===== config.mk =====
export PLATFORM = sky130hd
export DESIGN_NAME = uart_register_port
export DESIGN_NICKNAME = d
export VERILOG_FILES = /design/src/rtl/uart_register_port_pkg.sv /design/src/rtl/uart_register_port_sync_fifo.sv /design/src/rtl/uart_register_port.sv
export SDC_FILE = /design/constraint.sdc
export NUM_CORES = 1
export LEC_CHECK = 0
export ABC_AREA = 1
export CAP_MARGIN = 25
export CORE_UTILIZATION = 25
export CTS_CLUSTER_SIZE = 16
export DETAILED_ROUTE_END_ITERATION = 10
export PLACE_DENSITY = 0.43
export SLEW_MARGIN = 10
export SYNTH_ARGS = -nofsm -noshare
export SYNTH_HDL_FRONTEND = slang
export SYNTH_SLANG_ARGS = --single-unit

===== constraint.sdc =====
create_clock -name clk -period 3.15 [get_ports clk]
set_input_delay 0.7875 -clock clk [delete_from_list [all_inputs] [get_ports clk]]
set_output_delay 0.7875 -clock clk [all_outputs]
set_load 0.05 [all_outputs]

===== src/rtl/uart_register_port_pkg.sv =====
// Shared definitions for the UART register port: register indices,
// STATUS bit positions and the TX/RX state encodings.
package uart_register_port_pkg;

    // Register indices on the core's register bus
    localparam logic [6:0] REG_UART_TX     = 7'd0;
    localparam logic [6:0] REG_UART_RX     = 7'd1;
    localparam logic [6:0] REG_UART_STATUS = 7'd2;
    localparam logic [6:0] REG_UART_BAUD   = 7'd3;

    // STATUS register bit positions
    localparam int STATUS_TX_FULL     = 0;
    localparam int STATUS_TX_EMPTY    = 1;
    localparam int STATUS_RX_AVAIL    = 2;
    localparam int STATUS_RX_OVERRUN  = 3;
    localparam int STATUS_TX_BUSY     = 4;
    localparam int STATUS_FRAMING_ERR = 5;

    // Serializer / deserializer states
    typedef enum logic [1:0] {
        TX_IDLE  = 2'd0,
        TX_START = 2'd1,
        TX_DATA  = 2'd2,
        TX_STOP  = 2'd3
    } tx_state_t;

    typedef enum logic [1:0] {
        RX_IDLE  = 2'd0,
        RX_START = 2'd1,
        RX_DATA  = 2'd2,
        RX_STOP  = 2'd3
    } rx_state_t;

endpackage


===== src/rtl/uart_register_port_sync_fifo.sv =====
// Small synchronous FIFO. Pointers carry one extra wrap bit so full and
// empty can be told apart; the head entry is visible without a pop so the
// bus can return it in the same access that removes it.
module sync_fifo #(
    parameter int WIDTH = 8,
    parameter int DEPTH = 8
) (
    input  logic             clk,
    input  logic             reset_n,
    input  logic             push,
    input  logic [WIDTH-1:0] push_data,
    input  logic             pop,
    output logic [WIDTH-1:0] head_data,
    output logic             full,
    output logic             empty
);

    localparam int AW = $clog2(DEPTH);

    logic [WIDTH-1:0] mem [DEPTH];
    logic [AW:0]      wr_ptr_reg;
    logic [AW:0]      rd_ptr_reg;
    logic             do_push;
    logic             do_pop;

    assign empty     = (wr_ptr_reg == rd_ptr_reg);
    assign full      = (wr_ptr_reg[AW] != rd_ptr_reg[AW]) &&
                       (wr_ptr_reg[AW-1:0] == rd_ptr_reg[AW-1:0]);
    assign do_pop    = pop && !empty;
    // A push into a full FIFO still lands when a pop frees the slot this cycle
    assign do_push   = push && (!full || do_pop);
    assign head_data = mem[rd_ptr_reg[AW-1:0]];

    // Pointer update; both pointers wrap modulo 2*DEPTH
    always_ff @(posedge clk) begin
        if (!reset_n) begin
            wr_ptr_reg <= '0;
            rd_ptr_reg <= '0;
        end else begin
            if (do_push) wr_ptr_reg <= wr_ptr_reg + 1'b1;
            if (do_pop)  rd_ptr_reg <= rd_ptr_reg + 1'b1;
        end
    end

    // Storage write; contents need no reset since the pointers gate them
    always_ff @(posedge clk) begin
        if (do_push) mem[wr_ptr_reg[AW-1:0]] <= push_data;
    end

endmodule


===== src/rtl/uart_register_port.sv =====
// Memory-mapped 8N1 UART on the core register bus: TX/RX FIFOs, a STATUS
// register with sticky error flags and a programmable baud divisor
// (clocks per bit = BAUD_DIV + 1).
module uart_register_port
    import uart_register_port_pkg::*;
#(
    parameter int          FIFO_DEPTH  = 8,
    parameter int unsigned DEFAULT_DIV = 433
) (
    input  logic        clk,
    input  logic        reset_n,
    input  logic [6:0]  register_index,
    input  logic        register_read,
    input  logic        register_write,
    input  logic [15:0] register_write_value,
    output logic [15:0] register_read_value,
    output logic        uart_tx,
    input  logic        uart_rx
);

    // ---------------- bus-side registers ----------------
    logic [15:0] baud_div_reg;
    logic        overrun_reg;
    logic        framing_reg;
    logic [15:0] read_value_reg;
    logic [15:0] read_value_next;
    logic [15:0] status_word;

    // ---------------- FIFO interfaces ----------------
    logic        tx_push, tx_pop, tx_full, tx_empty;
    logic [7:0]  tx_head;
    logic        rx_push, rx_pop, rx_full, rx_empty;
    logic [7:0]  rx_head;

    // ---------------- TX serializer ----------------
    tx_state_t   tx_state_reg, tx_state_next;
    logic [15:0] tx_cnt_reg;
    logic [2:0]  tx_bit_reg;
    logic [7:0]  tx_shift_reg;

    // ---------------- RX deserializer ----------------
    rx_state_t   rx_state_reg, rx_state_next;
    logic [15:0] rx_cnt_reg;
    logic [2:0]  rx_bit_reg;
    logic [7:0]  rx_shift_reg;
    logic        rx_meta_reg, rx_sync_reg, rx_prev_reg;
    logic        rx_stop_sample;
    logic        set_overrun, set_framing;

    logic        write_status;

    // Bus decode. Only a pure read of RX_DATA pops, so store cycles that
    // happen to assert the read strobe never lose a byte.
    assign tx_push      = register_write && (register_index == REG_UART_TX);
    assign rx_pop       = register_read && !register_write && (register_index == REG_UART_RX);
    assign write_status = register_write && (register_index == REG_UART_STATUS);

    sync_fifo #(.WIDTH(8), .DEPTH(FIFO_DEPTH)) u_tx_fifo (
        .clk       (clk),
        .reset_n   (reset_n),
        .push      (tx_push),
        .push_data (register_write_value[7:0]),
        .pop       (tx_pop),
        .head_data (tx_head),
        .full      (tx_full),
        .empty     (tx_empty)
    );

    sync_fifo #(.WIDTH(8), .DEPTH(FIFO_DEPTH)) u_rx_fifo (
        .clk       (clk),
        .reset_n   (reset_n),
        .push      (rx_push),
        .push_data (rx_shift_reg),
        .pop       (rx_pop),
        .head_data (rx_head),
        .full      (rx_full),
        .empty     (rx_empty)
    );

    // STATUS word assembly
    always_comb begin
        status_word                     = '0;
        status_word[STATUS_TX_FULL]     = tx_full;
        status_word[STATUS_TX_EMPTY]    = tx_empty;
        status_word[STATUS_RX_AVAIL]    = !rx_empty;
        status_word[STATUS_RX_OVERRUN]  = overrun_reg;
        status_word[STATUS_TX_BUSY]     = (tx_state_reg != TX_IDLE) || !tx_empty;
        status_word[STATUS_FRAMING_ERR] = framing_reg;
    end

    // Read mux; uses pre-write state so write-during-read returns the old value
    always_comb begin
        read_value_next = '0;
        if (register_read) begin
            case (register_index)
                REG_UART_RX:     read_value_next = rx_empty ? 16'h0000 : {7'b0, 1'b1, rx_head};
                REG_UART_STATUS: read_value_next = status_word;
                REG_UART_BAUD:   read_value_next = baud_div_reg;
                default:         read_value_next = '0;
            endcase
        end
    end

    // Registered read data and writable bus state; a new error beats a clear
    always_ff @(posedge clk) begin
        if (!reset_n) begin
            read_value_reg <= '0;
            baud_div_reg   <= 16'(DEFAULT_DIV);
            overrun_reg    <= 1'b0;
            framing_reg    <= 1'b0;
        end else begin
            read_value_reg <= read_value_next;
            if (register_write && (register_index == REG_UART_BAUD))
                baud_div_reg <= register_write_value;
            overrun_reg <= set_overrun ||
                           (overrun_reg && !(write_status && register_write_value[STATUS_RX_OVERRUN]));
            framing_reg <= set_framing ||
                           (framing_reg && !(write_status && register_write_value[STATUS_FRAMING_ERR]));
        end
    end

    assign register_read_value = read_value_reg;

    // ================= TX =================

    // TX state register
    always_ff @(posedge clk) begin
        if (!reset_n) tx_state_reg <= TX_IDLE;
        else          tx_state_reg <= tx_state_next;
    end

    // TX next state; a byte is popped whenever a new frame begins
    always_comb begin
        tx_state_next = tx_state_reg;
        tx_pop        = 1'b0;
        case (tx_state_reg)
            TX_IDLE: begin
                if (!tx_empty) begin
                    tx_state_next = TX_START;
                    tx_pop        = 1'b1;
                end
            end
            TX_START: begin
                if (tx_cnt_reg == '0) tx_state_next = TX_DATA;
            end
            TX_DATA: begin
                if (tx_cnt_reg == '0 && tx_bit_reg == 3'd7) tx_state_next = TX_STOP;
            end
            TX_STOP: begin
                if (tx_cnt_reg == '0) begin
                    if (!tx_empty) begin
                        tx_state_next = TX_START;
                        tx_pop        = 1'b1;
                    end else begin
                        tx_state_next = TX_IDLE;
                    end
                end
            end
        endcase
    end

    // TX bit timer and shifter; divisor is picked up at each reload
    always_ff @(posedge clk) begin
        if (!reset_n) begin
            tx_cnt_reg   <= '0;
            tx_bit_reg   <= '0;
            tx_shift_reg <= '0;
        end else if (tx_pop) begin
            tx_shift_reg <= tx_head;
            tx_cnt_reg   <= baud_div_reg;
            tx_bit_reg   <= '0;
        end else if (tx_state_reg != TX_IDLE) begin
            if (tx_cnt_reg == '0) begin
                tx_cnt_reg <= baud_div_reg;
                if (tx_state_reg == TX_DATA) begin
                    tx_shift_reg <= tx_shift_reg >> 1;
                    tx_bit_reg   <= tx_bit_reg + 3'd1;
                end
            end else begin
                tx_cnt_reg <= tx_cnt_reg - 16'd1;
            end
        end
    end

    // TX line level from state
    always_comb begin
        uart_tx = 1'b1;
        case (tx_state_reg)
            TX_START: uart_tx = 1'b0;
            TX_DATA:  uart_tx = tx_shift_reg[0];
            default:  uart_tx = 1'b1;
        endcase
    end

    // ================= RX =================

    // Two-flop synchronizer plus previous-sample for falling-edge detection
    always_ff @(posedge clk) begin
        if (!reset_n) begin
            rx_meta_reg <= 1'b1;
            rx_sync_reg <= 1'b1;
            rx_prev_reg <= 1'b1;
        end else begin
            rx_meta_reg <= uart_rx;
            rx_sync_reg <= rx_meta_reg;
            rx_prev_reg <= rx_sync_reg;
        end
    end

    // RX state register
    always_ff @(posedge clk) begin
        if (!reset_n) rx_state_reg <= RX_IDLE;
        else          rx_state_reg <= rx_state_next;
    end

    // RX next state; a start bit that reads high at mid-bit is a glitch
    always_comb begin
        rx_state_next = rx_state_reg;
        case (rx_state_reg)
            RX_IDLE: begin
                if (rx_prev_reg && !rx_sync_reg) rx_state_next = RX_START;
            end
            RX_START: begin
                if (rx_cnt_reg == '0) rx_state_next = rx_sync_reg ? RX_IDLE : RX_DATA;
            end
            RX_DATA: begin
                if (rx_cnt_reg == '0 && rx_bit_reg == 3'd7) rx_state_next = RX_STOP;
            end
            RX_STOP: begin
                if (rx_cnt_reg == '0) rx_state_next = RX_IDLE;
            end
        endcase
    end

    // RX outputs at the stop-bit sample; a bus pop in the same cycle makes room
    always_comb begin
        rx_stop_sample = (rx_state_reg == RX_STOP) && (rx_cnt_reg == '0);
        rx_push        = rx_stop_sample && rx_sync_reg;
        set_overrun    = rx_stop_sample && rx_sync_reg && rx_full && !rx_pop;
        set_framing    = rx_stop_sample && !rx_sync_reg;
    end

    // RX sample timer and shifter; idle preloads the half-bit delay
    always_ff @(posedge clk) begin
        if (!reset_n) begin
            rx_cnt_reg   <= '0;
            rx_bit_reg   <= '0;
            rx_shift_reg <= '0;
        end else if (rx_state_reg == RX_IDLE) begin
            rx_cnt_reg <= baud_div_reg >> 1;
            rx_bit_reg <= '0;
        end else if (rx_cnt_reg == '0) begin
            rx_cnt_reg <= baud_div_reg;
            if (rx_state_reg == RX_DATA) begin
                rx_shift_reg <= {rx_sync_reg, rx_shift_reg[7:1]};
                rx_bit_reg   <= rx_bit_reg + 3'd1;
            end
        end else begin
            rx_cnt_reg <= rx_cnt_reg - 16'd1;
        end
    end

endmodule

==> results of run 1 <==
## cell usage in the layout (no fill, tap or decap), drive strengths merged
cell,count
nor3b,1
bufinv,7
o31ai,1
xnor2,7
clkinvlp,2
o221ai,2
nor2,167
inv,127
and3,1
dfxtp,117
nand4,7
o21ai,122
nand3b,2
buf,37
clkdlybuf4s50,42
clkinv,9
a21boi,1
a22oi,3
nand3,68
a21oi,75
edfxtp,128
a221oi,1
o22ai,32
nor3,20
nand2,261
clkbuf,34
o211ai,19
xor2,12
a31oi,3
ha,17
dlygate4sd2,1
or2,5
## what timing repair did
item | CTS | global route
gates resized for setup | 1 | 0
hold endpoints to repair | 0 | 0
endpoints found under the setup margin | 1 | 0
## power breakdown
part           leakage, nW  internal [mW]  switching (mW)  total, mW
Sequential            2.19           3.50           0.143       3.64
Combinational         2.49          0.874            1.91       2.79
Clock                0.507           2.29            1.39       3.68
## layer usage
layer | vias up | track usage (%) | share of wire, %
met5 | - | 0 | 0
met4 | 0 | 4.22 | 2.7
met3 | 54 | 2.14 | 3.7
met2 | 174 | 21.7 | 43
met1 | 4061 | 20.9 | 51
li1 | 4304 | - | -
## layout make-up
| type | instances | area (um2) | share of cell area (%) |
|---|---|---|---|
| clock buffers | 34 | 763 | 5.78 |
| clock inverters | 18 | 278 | 2.10 |
| inverters | 127 | 477 | 3.61 |
| multi-input cells | 827 | 4060 | 30.8 |
| flip-flops and latches | 245 | 6190 | 46.9 |
| well taps | 585 | 732 | 5.54 |
| repair buffers | 80 | 704 | 5.34 |
## worst register-to-register path, delay by kind of cell (launching register included)
family,cells,cell delay (ns)
AO/OA/AOI/OAI,1,0.23
adder cells (fa/ha/maj),1,0.22
buffers and inverters,2,0.33
flip-flops,1,0.32
AND/OR/NAND/NOR,7,1.07
## how the worst min path moves through the flow
stage                 from  cells after the start  slack (ns)           to
2_1_floorplan  rx_meta_reg                      1        0.39  rx_sync_reg
3_3_place_gp   rx_meta_reg                      1        0.40  rx_sync_reg
3_5_place_dp   rx_meta_reg                      1        0.40  rx_sync_reg
4_1_cts        rx_meta_reg                      1        0.42  rx_sync_reg
5_1_grt        rx_meta_reg                      1        0.44  rx_sync_reg
6_report       rx_meta_reg                      1        0.42  rx_sync_reg
## cells by family after synthesis
group | Yosys count
AOI/OAI and AO/OA | 259
DFF | 245
xor gates and xnor gates | 19
buffers and inverters | 177
adders and majority gates | 17
and+or+nand+nor | 532
==> impl.org, run 1 <==
** Status
- Result of the run :: finished, final reports clean

** Drt
- Total via count in the routed design :: 8593
- In the final routed layout, each cell accounts on average for 16.5 um.
- First-pass DRT Iterations :: 5
- DRT iter0 DRCs :: 496
- Post-route DRC :: 0
- Routed vias/inst :: 4.48
- The detail route stage leaves a number of antenna-violating nets equal to 0.
- Final wirelength :: 31.6 mm

** Global routing
- Maximum number of pins on one net before global-route repair :: 33
- Tot GR Track Use :: 14.3%
- The initial antenna violation count was 0.
- Global-route wire length before repair :: 49.3 mm
- GR Overflow Total :: 0
- The via count of the first global-routing pass came to 8477.

** STA
- The worst path meets setup with 0.250 ns of slack.
- At the pin with the least slew margin, the transition time is 0.916 ns.
- RSZ-0062 raised after global routing :: false
- Adding up every negative setup slack in the final design gives 0 ns.
- Final Max Slew Viols :: 0
- On the final layout, the worst hold slack is 0.417 ns.
- Final count of negative-setup-slack endpoints :: 0
- Final cycle utilization of the critical path :: 92.1%
- Achievable Freq :: 345 MHz
- The worst pin sits at a relative slew slack of 38.9%.
- On the final layout, the worst clock skew is 0.0152 ns.
- Final Critical Period :: 2.90 ns
- Number of hold-slack violations in the final timing report :: 0

** Pwr
- Leakage power :: 5.19 nW
- Overall power consumption after layout is estimated at 10.1 mW.
- Peak supply drop :: 0.000476 V
- Power per unit of standard cell area :: 766 nW/um2

** Synth
- After synthesis, the share of cell area in mux cells is 0%.
- The synthesized netlist devotes 20.5% of its cell area to simple gates.
- Count of distinct cell types in the synthesized netlist :: 40
- The synthesized netlist occupies a cell area of 11000 um2.
- edfxtp_1 takes more of the synthesized area than any other cell.
- Of all flip-flops after synthesis, the portion carrying an async set or reset was 0%.
- Summing the areas of all xor and xnor instances in the mapped netlist gives 1.52% of the synthesized area.
- Share of synthesized cell area in full adder, half adder and majority cells :: 1.94%
- Instance count of the mapped netlist :: 1249
- The most used flip-flop cell after synthesis is edfxtp_1.
- Post-synthesis compound-gate area fraction :: 13.1%
- Sequential elements use 56.5% of the synthesized area.
- Yosys top cell area share :: 35.1%
- Main combinational cell family by area after synthesis :: simple AND/OR/NAND/NOR gates
- The Yosys step of the flow raised 0 warnings.
- Most frequently used cell type in the post-synthesis netlist :: nand2_1
- After synthesis, the most frequently instantiated cells are 256 x nand2_1, 159 x nor2_1, 128 x edfxtp_1.
- Top cells by area in the synthesized netlist :: edfxtp_1 35%, dfxtp_1 21%, nand2_1 8.8%
- Post-synth net total :: 1294
- Post-synth EDFFs :: 128
- Avg Cell Area, Syn :: 8.77 um2
- Counting flops and latches in the post-synthesis netlist gives 245.

** Critical path
- For this run, the slowest stage of the critical path takes 0.58 ns.
- Arrival time at the worst endpoint :: 2.11 ns
- Flop2flop setup slack :: 0.69 ns
- Crit path launch type :: flip-flop
- For the worst setup path, the data required time is 2.36 ns.
- Cell with the biggest individual delay on the critical path :: dlygate4sd2_1
- Counting cells, the worst reg-to-reg path comes to 11.
- Traced cell by cell, the critical path runs through inv_1 > ha_1 > o21ai_0 > dlygate4sd2_1.
- Worst reg2reg path endpoint :: u_tx_fifo.mem[6][1]
- Sort of element at the end of the critical path :: output pin
- Total buffers and inverters traversed by the critical path :: 2
- Following the worst setup path forward leads to its endpoint at uart_tx.
- Critical path origin :: tx_state_reg[0]
- The critical path crosses 4 cells after its start point.
- The critical path in this run is classified as flip-flop to output pin.
- Startpoint of the worst register-to-register path :: tx_cnt_reg[0]
- Of all nets on the critical path, the largest fanout is 5.
- Critical path's top delay family :: buffers and inverters

** Placement
- Detailed-placement wirelength estimate :: 22.2 mm
- In this run, placement finished with an instance count of 1864.
- In this run the cell area measured after placement is 12200 um2.
- The congestion estimate from routability-driven global placement came to 0.832.
- Post-Place Worst Slack :: 0.179 ns
- Input and output buffers added on the ports amount to 44.

** Clock network
- The number of hold buffers added after CTS was 0.
- For the worst-skew pair, the clock arrives at the later sink with an insertion delay of 0.56 ns.
- Cell at the root of the clock tree :: clkbuf_16
- Total clock buffers created by CTS :: 28
- Clock tree from TritonCTS :: done
- Clock sinks :: 245
- Number of setup buffers added after CTS :: 0
- Max Buffers Root-to-Sink :: 3
- Maximum level of the CTS H-tree :: 1
- Clock-pin slew was measured on the worst setup and hold paths at 0.06 ns.

** Cells and area
- Measured on the finished design, the core utilization comes to 30.6%.
- Ant. Diodes :: 0
- Fill cells in the final layout number 4578.
- Compared with the post-synthesis result, the final layout area differs by 20.5%.
- For this run, the post-layout net count is 1354.
- Post-route insts no fill :: 1916
- After routing the design area is 13200 um2.
- Fraction of layout instances using a drive strength above 1 :: 8.87%

** Floorplanning
- Rows :: 76
- Die H :: 211 um
- Horizontal die dimension :: 211 um
- Core outline area :: 43200 um2
- Area enclosed by the die boundary :: 44700 um2
- In this run the count of I/O pins placed on the die edge is 45.
- Starting Density :: 25.4%

** Hold path
- Worst Hold Class :: flip-flop to flip-flop

** Job
- Max capacitance violation total :: 0
Power figures use the tool's default switching activity.
==> run 2, diff against run 1 <==
CTS_BUF_LIST = sky130_fd_sc_hd__clkbuf_4 sky130_fd_sc_hd__clkbuf_8   (was unset)
==> run 2 against run 1 <==
Against the previous run: combinational power is essentially flat; hold slack got worse by 0.0023 ns; routed wire length grew 1.2%; power is 3.4% lower; die area is the same; final cell count is 1.6% higher; via count rose by 1.8%; utilization is 0.15 points lower; fmax is 1.7% lower; non-clock buffer count is the same; highest routed layer unchanged.
==> impl.org, run 2 (synthesis gave the netlist of run 1 again) <==
** Status
- Result of the run :: finished, final reports clean

** Pwr
- The peak ir drop on the vdd network came to 0.000529 V (+11%).
- The standby leakage power was 5.19 nW (+0.11%).
- Share of total power in combinational logic :: 28.5% (+0.9 points)
- Power per unit of standard cell area :: 743 nW/um2 (-2.9%)
- Sequential share of power :: 37.3% (+1.3 points)
- Clock network fraction of design power :: 34.1% (-2.3 points)
- Net switching share of the total power :: 36.1% (+2.1 points)
- Internal Dissipation :: 6.24 mW (-6.4%)
- Net switching power :: 3.53 mW (+2.4%)
- The overall power came to 9.77 mW (-3.4%).

** Critical path
- The critical path arrival was 2.16 ns (+0.05 ns).
- Sort of element at the end of the critical path :: output pin
- The data required time at the worst endpoint was 2.36 ns (about the same).
- Kind of critical path :: flip-flop to output pin
- Worst Path Max Fanout :: 5 (unchanged)
- The worst setup path is launched from a flip-flop.
- Flop2flop setup slack :: 0.71 ns (+0.02 ns)

** Clock network
- Clock tree synthesis selected as its root buffer the cell clkbuf_8.
- Clock sinks :: 245 (unchanged)
- The largest buffer count on any clock path was 3 (unchanged).
- Total clock buffers created by CTS :: 44 (+57%)
- Clock Pin Slew Worst Setup and Hold Paths :: 0.06 ns (about the same)
- Clock tree from TritonCTS :: done
- The clock latency at the later pin of the worst-skew pair is 0.61 ns (+0.05 ns).
- The total number of H-tree levels is 2 (+1).

** Cells and area
- Leading cell type in the layout, fill and taps excluded :: nand2_1
- Filler cells :: 4596 (+0.39%)
- Final nets :: 1370 (+1.2%)
- Leading cell types in the layout, fill and taps excluded :: 256 x nand2_1, 159 x nor2_1, 128 x edfxtp_1, 123 x inv_1, 120 x o21ai_0
- Register area :: 6190 um2 (unchanged)
- The share of layout cells above drive strength 1 was 10.8% (+1.9 points).
- Synth-to-Final Area Change :: 19.9%
- Util after Layout :: 30.4% (-0.15 points)
- The footprint of the multi-input gates was 4060 um2 (unchanged).
- Post-route cell area :: 13100 um2 (-0.49%)
- Ant. Diodes :: 0 (unchanged)

** Global routing
- The total routing usage reported by global routing was 14.5% (+0.14 points).
- Maximum number of pins on one net before global-route repair :: 33 (unchanged)
- The total global routing overflow was 0 (unchanged).
- The first-pass GRT wire length came to 49.5 mm (+0.39%).
- Number of antenna violations at the first check in global routing :: 0 (unchanged)
- Vias in the first global route :: 8646 (+2.0%)

** Floorplanning
- Area enclosed by the die boundary :: 44700 um2 (unchanged)
- Horizontal die dimension :: 211 um (unchanged)
- Rows :: 76 (unchanged)
- The I/O pin count came to 45 (unchanged).
- The die extent in y is 211 um (unchanged).
- The area of the placeable core is 43200 um2 (unchanged).
- The starting density of the core was 25.4% (unchanged).

** STA
- The highest clock rate came to 339 MHz (-1.7%).
- Worst setup slack after layout :: 0.200 ns (-0.0493 ns)
- The final critical-path share of the clock period came to 93.6% (+1.6 points).
- RSZ-0062 raised after global routing :: false
- The accumulated negative setup slack came to 0 ns (unchanged).
- Final Critical Period :: 2.95 ns (+0.0493 ns)
- Number of hold-slack violations in the final timing report :: 0 (unchanged)
- Final count of negative-setup-slack endpoints :: 0 (unchanged)
- The number of pins with negative max-slew slack in the final report came to 0 (unchanged).
- The tightest slew margin relative to the limit was 37.6% (-1.3 points).
- The transition at the pin with the smallest max-transition slack is 0.935 ns (+0.0193 ns).
- Final Skew :: 0.0455 ns (+0.0304 ns)

** Placement
- The last weighted congestion value of the routability-driven placer was 0.832 (unchanged).
- Placement-stage cell area :: 12200 um2 (unchanged)
- The pre-CTS setup slack was 0.179 ns (unchanged).
- The total of buffers placed on input and output ports was 44 (unchanged).
- Detailed-placement wirelength estimate :: 22.2 mm (unchanged)

** Drt
- The routed length per instance was 16.4 um (-0.38%).
- DRT iter0 DRCs :: 509 (+2.6%)
- Final wirelength :: 31.9 mm (+1.2%)
- Total via count in the routed design :: 8749 (+1.8%)
- The mean number of vias per cell came to 4.50 (+0.25%).
- The first-pass iteration count of the detailed router is 6 (+1).
- Remaining number of nets flagged by the antenna check after routing :: 0 (unchanged)
- The DRC violation count after routing came to 0 (unchanged).

** Job
- The max-cap check violation count was 0 (unchanged).

** Hold path
- In this run the worst hold path is classified as flip-flop to flip-flop.
## run 2: routing by layer
metal  global-route usage (%)  part of all wire [%]  vias to the layer above
li1                         -                     -                     4349
met3                     2.33                   4.3                       58
met2                     21.8                    43                      218
met5                        0                     0                        -
met4                     5.17                   2.6                        0
met1                     20.7                    50                     4124
## run 2: power by group through the flow
stage	clock, mW	sequential [mW]	combinational [mW]
floorplan	0	3.66	2.10
global placement	0	3.71	2.82
detailed placement	0	3.71	2.82
CTS	3.42	3.65	2.82
global route	3.56	3.67	3.19
finish	3.33	3.64	2.79
## run 2: path summary, 6_finish.rpt
kind              startpoint  cells after the start                  end
max          tx_state_reg[0]                      4              uart_tx
max reg2reg    tx_cnt_reg[0]                     11  u_tx_fifo.mem[4][5]
min reg2reg      rx_meta_reg                      1          rx_sync_reg
min              rx_meta_reg                      1          rx_sync_reg
## run 2: critical path, cell delays in order (launching register included)
cell	delay [ns]
dfxtp_1	0.41
inv_1	0.12
ha_1	0.28
o21ai_0	0.16
dlygate4sd2_1	0.58
## run 2: final cells by class
cell class | count | share of cell area [%]
Sequential cell | 245 | 47.1
Multi-Input combinational cell | 827 | 30.9
Tap cell | 585 | 5.57
Clock buffer | 55 | 5.48
Timing Repair Buffer | 80 | 5.36
Inverter | 127 | 3.63
Clock inverter | 27 | 1.95
## run 2: per-stage QoR
| step | std cells | hold WS (ns) |
|---|---|---|
| after detailed placement | 1864 | 0.402 |
| final | 1946 | 0.415 |
| after floorplan | 1249 | 0.393 |
| after global routing | 1946 | 0.440 |
| after global placement | 1864 | 0.396 |
| after CTS | 1946 | 0.416 |
## run 2: timing repair
action / 4_1_cts / 5_1_grt
setup endpoints to repair: 1 / 0
gates resized for setup: 1 / 0
buffers inserted: 0 / 0
hold buffers: 0 / 0
==> edit 1, RTL diff (config.mk and constraints of run 1) <==
`FIFO_DEPTH`: 8 -> 16.
--- a/src/rtl/uart_register_port.sv
+++ b/src/rtl/uart_register_port.sv
@@ -6,3 +6,3 @@
 #(
-    parameter int          FIFO_DEPTH  = 8,
+    parameter int          FIFO_DEPTH  = 16,
     parameter int unsigned DEFAULT_DIV = 433
Function: same outputs for any inputs over 4 cycles, from zero or initial values and one cycle with reset_n low; that may be too few to reach the edited logic, so the function may still have changed.
==> edit 1 against run 1 <==
- clock power increased by 36%
- cell area increased by 49%
- synthesized cell count increased by 38%
- total power increased by 39%
- critical path depth unchanged
- routed wire length increased by 53%
- synthesized area increased by 52%
- register-to-register slack about the same
- sequential cell count increased by 134
- global-route usage decreased by 0.067 points
- die area increased by 51%
- sequential share of layout area increased by 4.7 points
- non-clock buffer count increased by 34
- worst setup slack improved by 0.061 ns
- critical path type unchanged
- critical endpoint unchanged
==> edit 1: results (changes against run 1) <==
run status = finished, final reports clean
number of nets in the final layout = 1850 (+37%)
endpoint of the most critical register-to-register path = u_tx_fifo.mem[0][5]
CP peak stage delay = 0.55 ns (-0.03 ns)
clock insertion delay at the later pin of the skew report = 0.59 ns (+0.03 ns)
CP arrival = 2.05 ns (-0.06 ns)
Leakage = 7.21 nW (+39%)
average via count per standard cell = 4.57 (+1.9%)
comb pwr = 0.00345 W (+24%)
power density over the cells = 714 nW/um^2 (-6.8%)
weighted congestion reported at the end of routability-driven placement = 0.822 (-1.2%)
pin count of the biggest net entering global routing = 65 (+97%)
Max IR drop VDD = 444 uV (-6.7%)
worst-case headroom to the max-slew limit = 0.330 (-0.0590)
Yosys top cell by area = sky130_fd_sc_hd__edfxtp_1
routed wire length = 48200 um (+53%)
fmax = 352 MHz (+2.1%)
cell-internal power = 0.00939 W (+41%)
number of nets produced by synthesis = 1769 (+37%)
synthesized instance count = 1718 (+38%)
first-pass GRT wire length = 73400 um (+49%)
dpl ws = 0.158 ns (-0.0214 ns)
CTS buffer count = 44 (+57%)
Setup Skew = 0.0302 ns (+0.0150 ns)
Wirelength per Cell = 17.8 um (+8.3%)
hpwl dp = 32400 um (+46%)
total routing resource utilization after global routing = 0.143 (-0.000669)
H-tree depth = 2 (+1)
number of enable-type register cells in the synthesized netlist = 256 (+100%)
share of post-route cells with drive strength above 1 = 0.103 (+0.0143)
number of cells after detailed placement = 2617 (+40%)
hold slack = 0.412 ns (-0.00527 ns)
[edit 1: cell types whose count changed in the layout (fill, tap and decap cells not counted), sizes merged, moves of 8 or more]
cell           run 1  this run
buf               37        71
clkbuf            34        65
edfxtp           128       256
nand2            261       338
nand3             68       172
nor2             167       222
nor3              20        12
o211ai            19        32
o21ai            122       195
o22ai             32        17
xnor2              7        15
[edit 1: logic make-up after synthesis]
kind of cell,synth area share
AO/OA/AOI/OAI,0.108
XOR/XNOR,0.0158
AND/OR/NAND/NOR,0.198
flip-flops,0.610
buffers and inverters,0.0508
adder cells (fa/ha/maj),0.0173
[edit 1: through the flow]
stage	instance area, um^2	util
after floorplan	16600	-
after global placement	18300	0.278
after detailed placement	18300	0.278
after CTS	19700	0.300
after global routing	19700	0.300
final	19700	0.300
[edit 1: routing by layer]
| metal | global-route usage | share of wire | up-vias | wire (um) |
|---|---|---|---|---|
| met3 | 0.0219 | 0.040 | 67 | 1940 |
| met5 | 0 | 0 | - | 0 |
| met1 | 0.204 | 0.49 | 5987 | 23500 |
| met4 | 0.0395 | 0.021 | 0 | 1040 |
| met2 | 0.222 | 0.45 | 233 | 21700 |
| li1 | - | - | 6049 | - |
[edit 1: how the worst min path moves through the flow]
stage / startpoint / endpoint / cells past startpoint
after floorplan: rx_meta_reg / rx_sync_reg / 1
after global placement: rx_meta_reg / rx_sync_reg / 1
after detailed placement: rx_meta_reg / rx_sync_reg / 1
after CTS: rx_meta_reg / rx_sync_reg / 1
after global routing: rx_meta_reg / rx_sync_reg / 1
final: rx_meta_reg / rx_sync_reg / 1
[edit 1: cell type report]
type                            count  area [um^2]
Clock buffer                       65         1250
Tap cell                          864         1080
Sequential cell                   379        10200
Timing Repair Buffer              114          960
Multi-Input combinational cell   1140         5630
Fill cell                        6859        46000
Clock inverter                     17          168
Inverter                          120          457
==> edit 2, RTL diff (flow settings as in run 1) <==
Made on the original files. `read_value_reg` no longer has a reset.
--- a/src/rtl/uart_register_port.sv
+++ b/src/rtl/uart_register_port.sv
@@ -106,3 +106,2 @@
         if (!reset_n) begin
-            read_value_reg <= '0;
             baud_div_reg   <= 16'(DEFAULT_DIV);
@@ -111,3 +110,2 @@
         end else begin
-            read_value_reg <= read_value_next;
             if (register_write && (register_index == REG_UART_BAUD))
@@ -119,2 +117,6 @@
         end
+    end
+
+    always_ff @(posedge clk) begin
+        read_value_reg <= read_value_next;
     end
Check against the original RTL: not equivalent (a bounded check fails within 4 cycles, from zero or initial values and one cycle with reset_n low).
==> edit 2 against run 1 <==
- sequential cell count did not move
- cell area barely moved
- core utilization barely moved
- worst setup slack improved by 0.30 ns
- sequential share of layout area barely moved
- synthesized cell count fell by 0.24%
- via count rose by 0.77%
- hold slack improved by 0.018 ns
- total power fell by 1.5%
- routed wire length rose by 1.3%
- register-to-register slack improved by 0.15 ns
- fmax rose by 12%
- first-iteration DRC count rose by 19%
- synthesized area rose by 0.15%
- critical path type unchanged
- largest cell class unchanged
==> edit 2: results (changes against run 1) <==
fillcell total = 4603 (+0.55%)
share of the final layout cell area in multi-input gates = 0.312 (+0.00473)
family with the most delay on the worst path = flip-flops
unique cell type count in the Yosys netlist = 44 (+10%)
Max IR drop VDD = 615 uV (+29%)
number of ordinary and repair buffers in the finished layout = 85 (+6.3%)
synthesized instance count = 1246 (-0.24%)
met3 routing resource usage after global routing = 0.0215 (+0.000148)
number of nets produced by synthesis = 1291 (-0.23%)
run status = finished, final reports clean
CP arrival = 1.81 ns (-0.30 ns)
routed wire length = 32000 um (+1.3%)
first-pass GRT wire length = 50400 um (+2.3%)
largest fanout of any net on the critical path = 6 (+1)
multi-input gates = 845 (+2.2%)
Signal inverters = 109 (-14%)
dpl ws = 0.243 ns (+0.0637 ns)
slew at the pin with the worst max-slew slack = 0.684 ns (-0.231 ns)
non-clock buffer area fraction after layout = 0.0561 (+0.00276)
Post-Route Utilization = 0.306 (about the same)
most frequent cells after synthesis = 259 x sky130_fd_sc_hd__nand2_1, 178 x sky130_fd_sc_hd__nor2_1, 128 x sky130_fd_sc_hd__edfxtp_1, 123 x sky130_fd_sc_hd__o21ai_0, 117 x sky130_fd_sc_hd__dfxtp_1
met2 track demand over resource in global routing = 0.235 (+0.0177)
register fraction of the total cell area = 0.469 (about the same)
Vias = 8659 (+0.77%)
total of clock buffers placed in the layout = 39 (+15%)
standard cell with the maximum stage delay on the critical path = sky130_fd_sc_hd__dfxtp_1
hpwl dp = 22200 um (+0.33%)
area of all placed cells without fillers = 13200 um^2 (about the same)
via count of the first global-routing pass = 8575 (+1.2%)
number of nets in the final layout = 1359 (+0.37%)
## edit 2: cell types whose count changed in the layout (fill, tap and decap cells not counted), moves of 3 or more
cell,run 1,this run
sky130_fd_sc_hd__o21ai_0,120,123
sky130_fd_sc_hd__buf_4,36,42
sky130_fd_sc_hd__nand3_2,5,2
sky130_fd_sc_hd__inv_1,123,101
sky130_fd_sc_hd__nor2_1,159,178
sky130_fd_sc_hd__o211ai_1,14,8
sky130_fd_sc_hd__nand3_1,63,66
sky130_fd_sc_hd__nor3_1,17,14
sky130_fd_sc_hd__nor2_2,4,7
sky130_fd_sc_hd__o22ai_1,32,35
sky130_fd_sc_hd__nand2_1,256,259
sky130_fd_sc_hd__a21oi_1,75,61
sky130_fd_sc_hd__o21ai_1,2,6
## edit 2: per-layer routing
| metal | vias to the layer above | routed length [um] | part of all wire |
|---|---|---|---|
| met4 | 0 | 648 | 0.020 |
| met5 | - | 0 | 0 |
| met3 | 41 | 1580 | 0.049 |
| met2 | 211 | 14300 | 0.45 |
| li1 | 4330 | - | - |
| met1 | 4077 | 15400 | 0.48 |
## edit 2: final timing paths
| check | startpoint | end | slack (ns) | cells past startpoint |
|---|---|---|---|---|
| worst max-delay path | tx_state_reg[0] | uart_tx | 0.55 | 4 |
| worst min-delay path | rx_meta_reg | rx_sync_reg | 0.43 | 1 |
| worst max register to register | rx_cnt_reg[12] | u_rx_fifo.mem[0][0] | 0.84 | 10 |
| worst min register to register | rx_meta_reg | rx_sync_reg | 0.43 | 1 |
## edit 2: cell families after synthesis
family,after synthesis,share of synthesized area
XOR/XNOR,22,0.0176
flip-flops,245,0.564
adder cells (fa/ha/maj),17,0.0194
AO/OA/AOI/OAI,253,0.127
buffers and inverters,156,0.0605
AND/OR/NAND/NOR,553,0.212
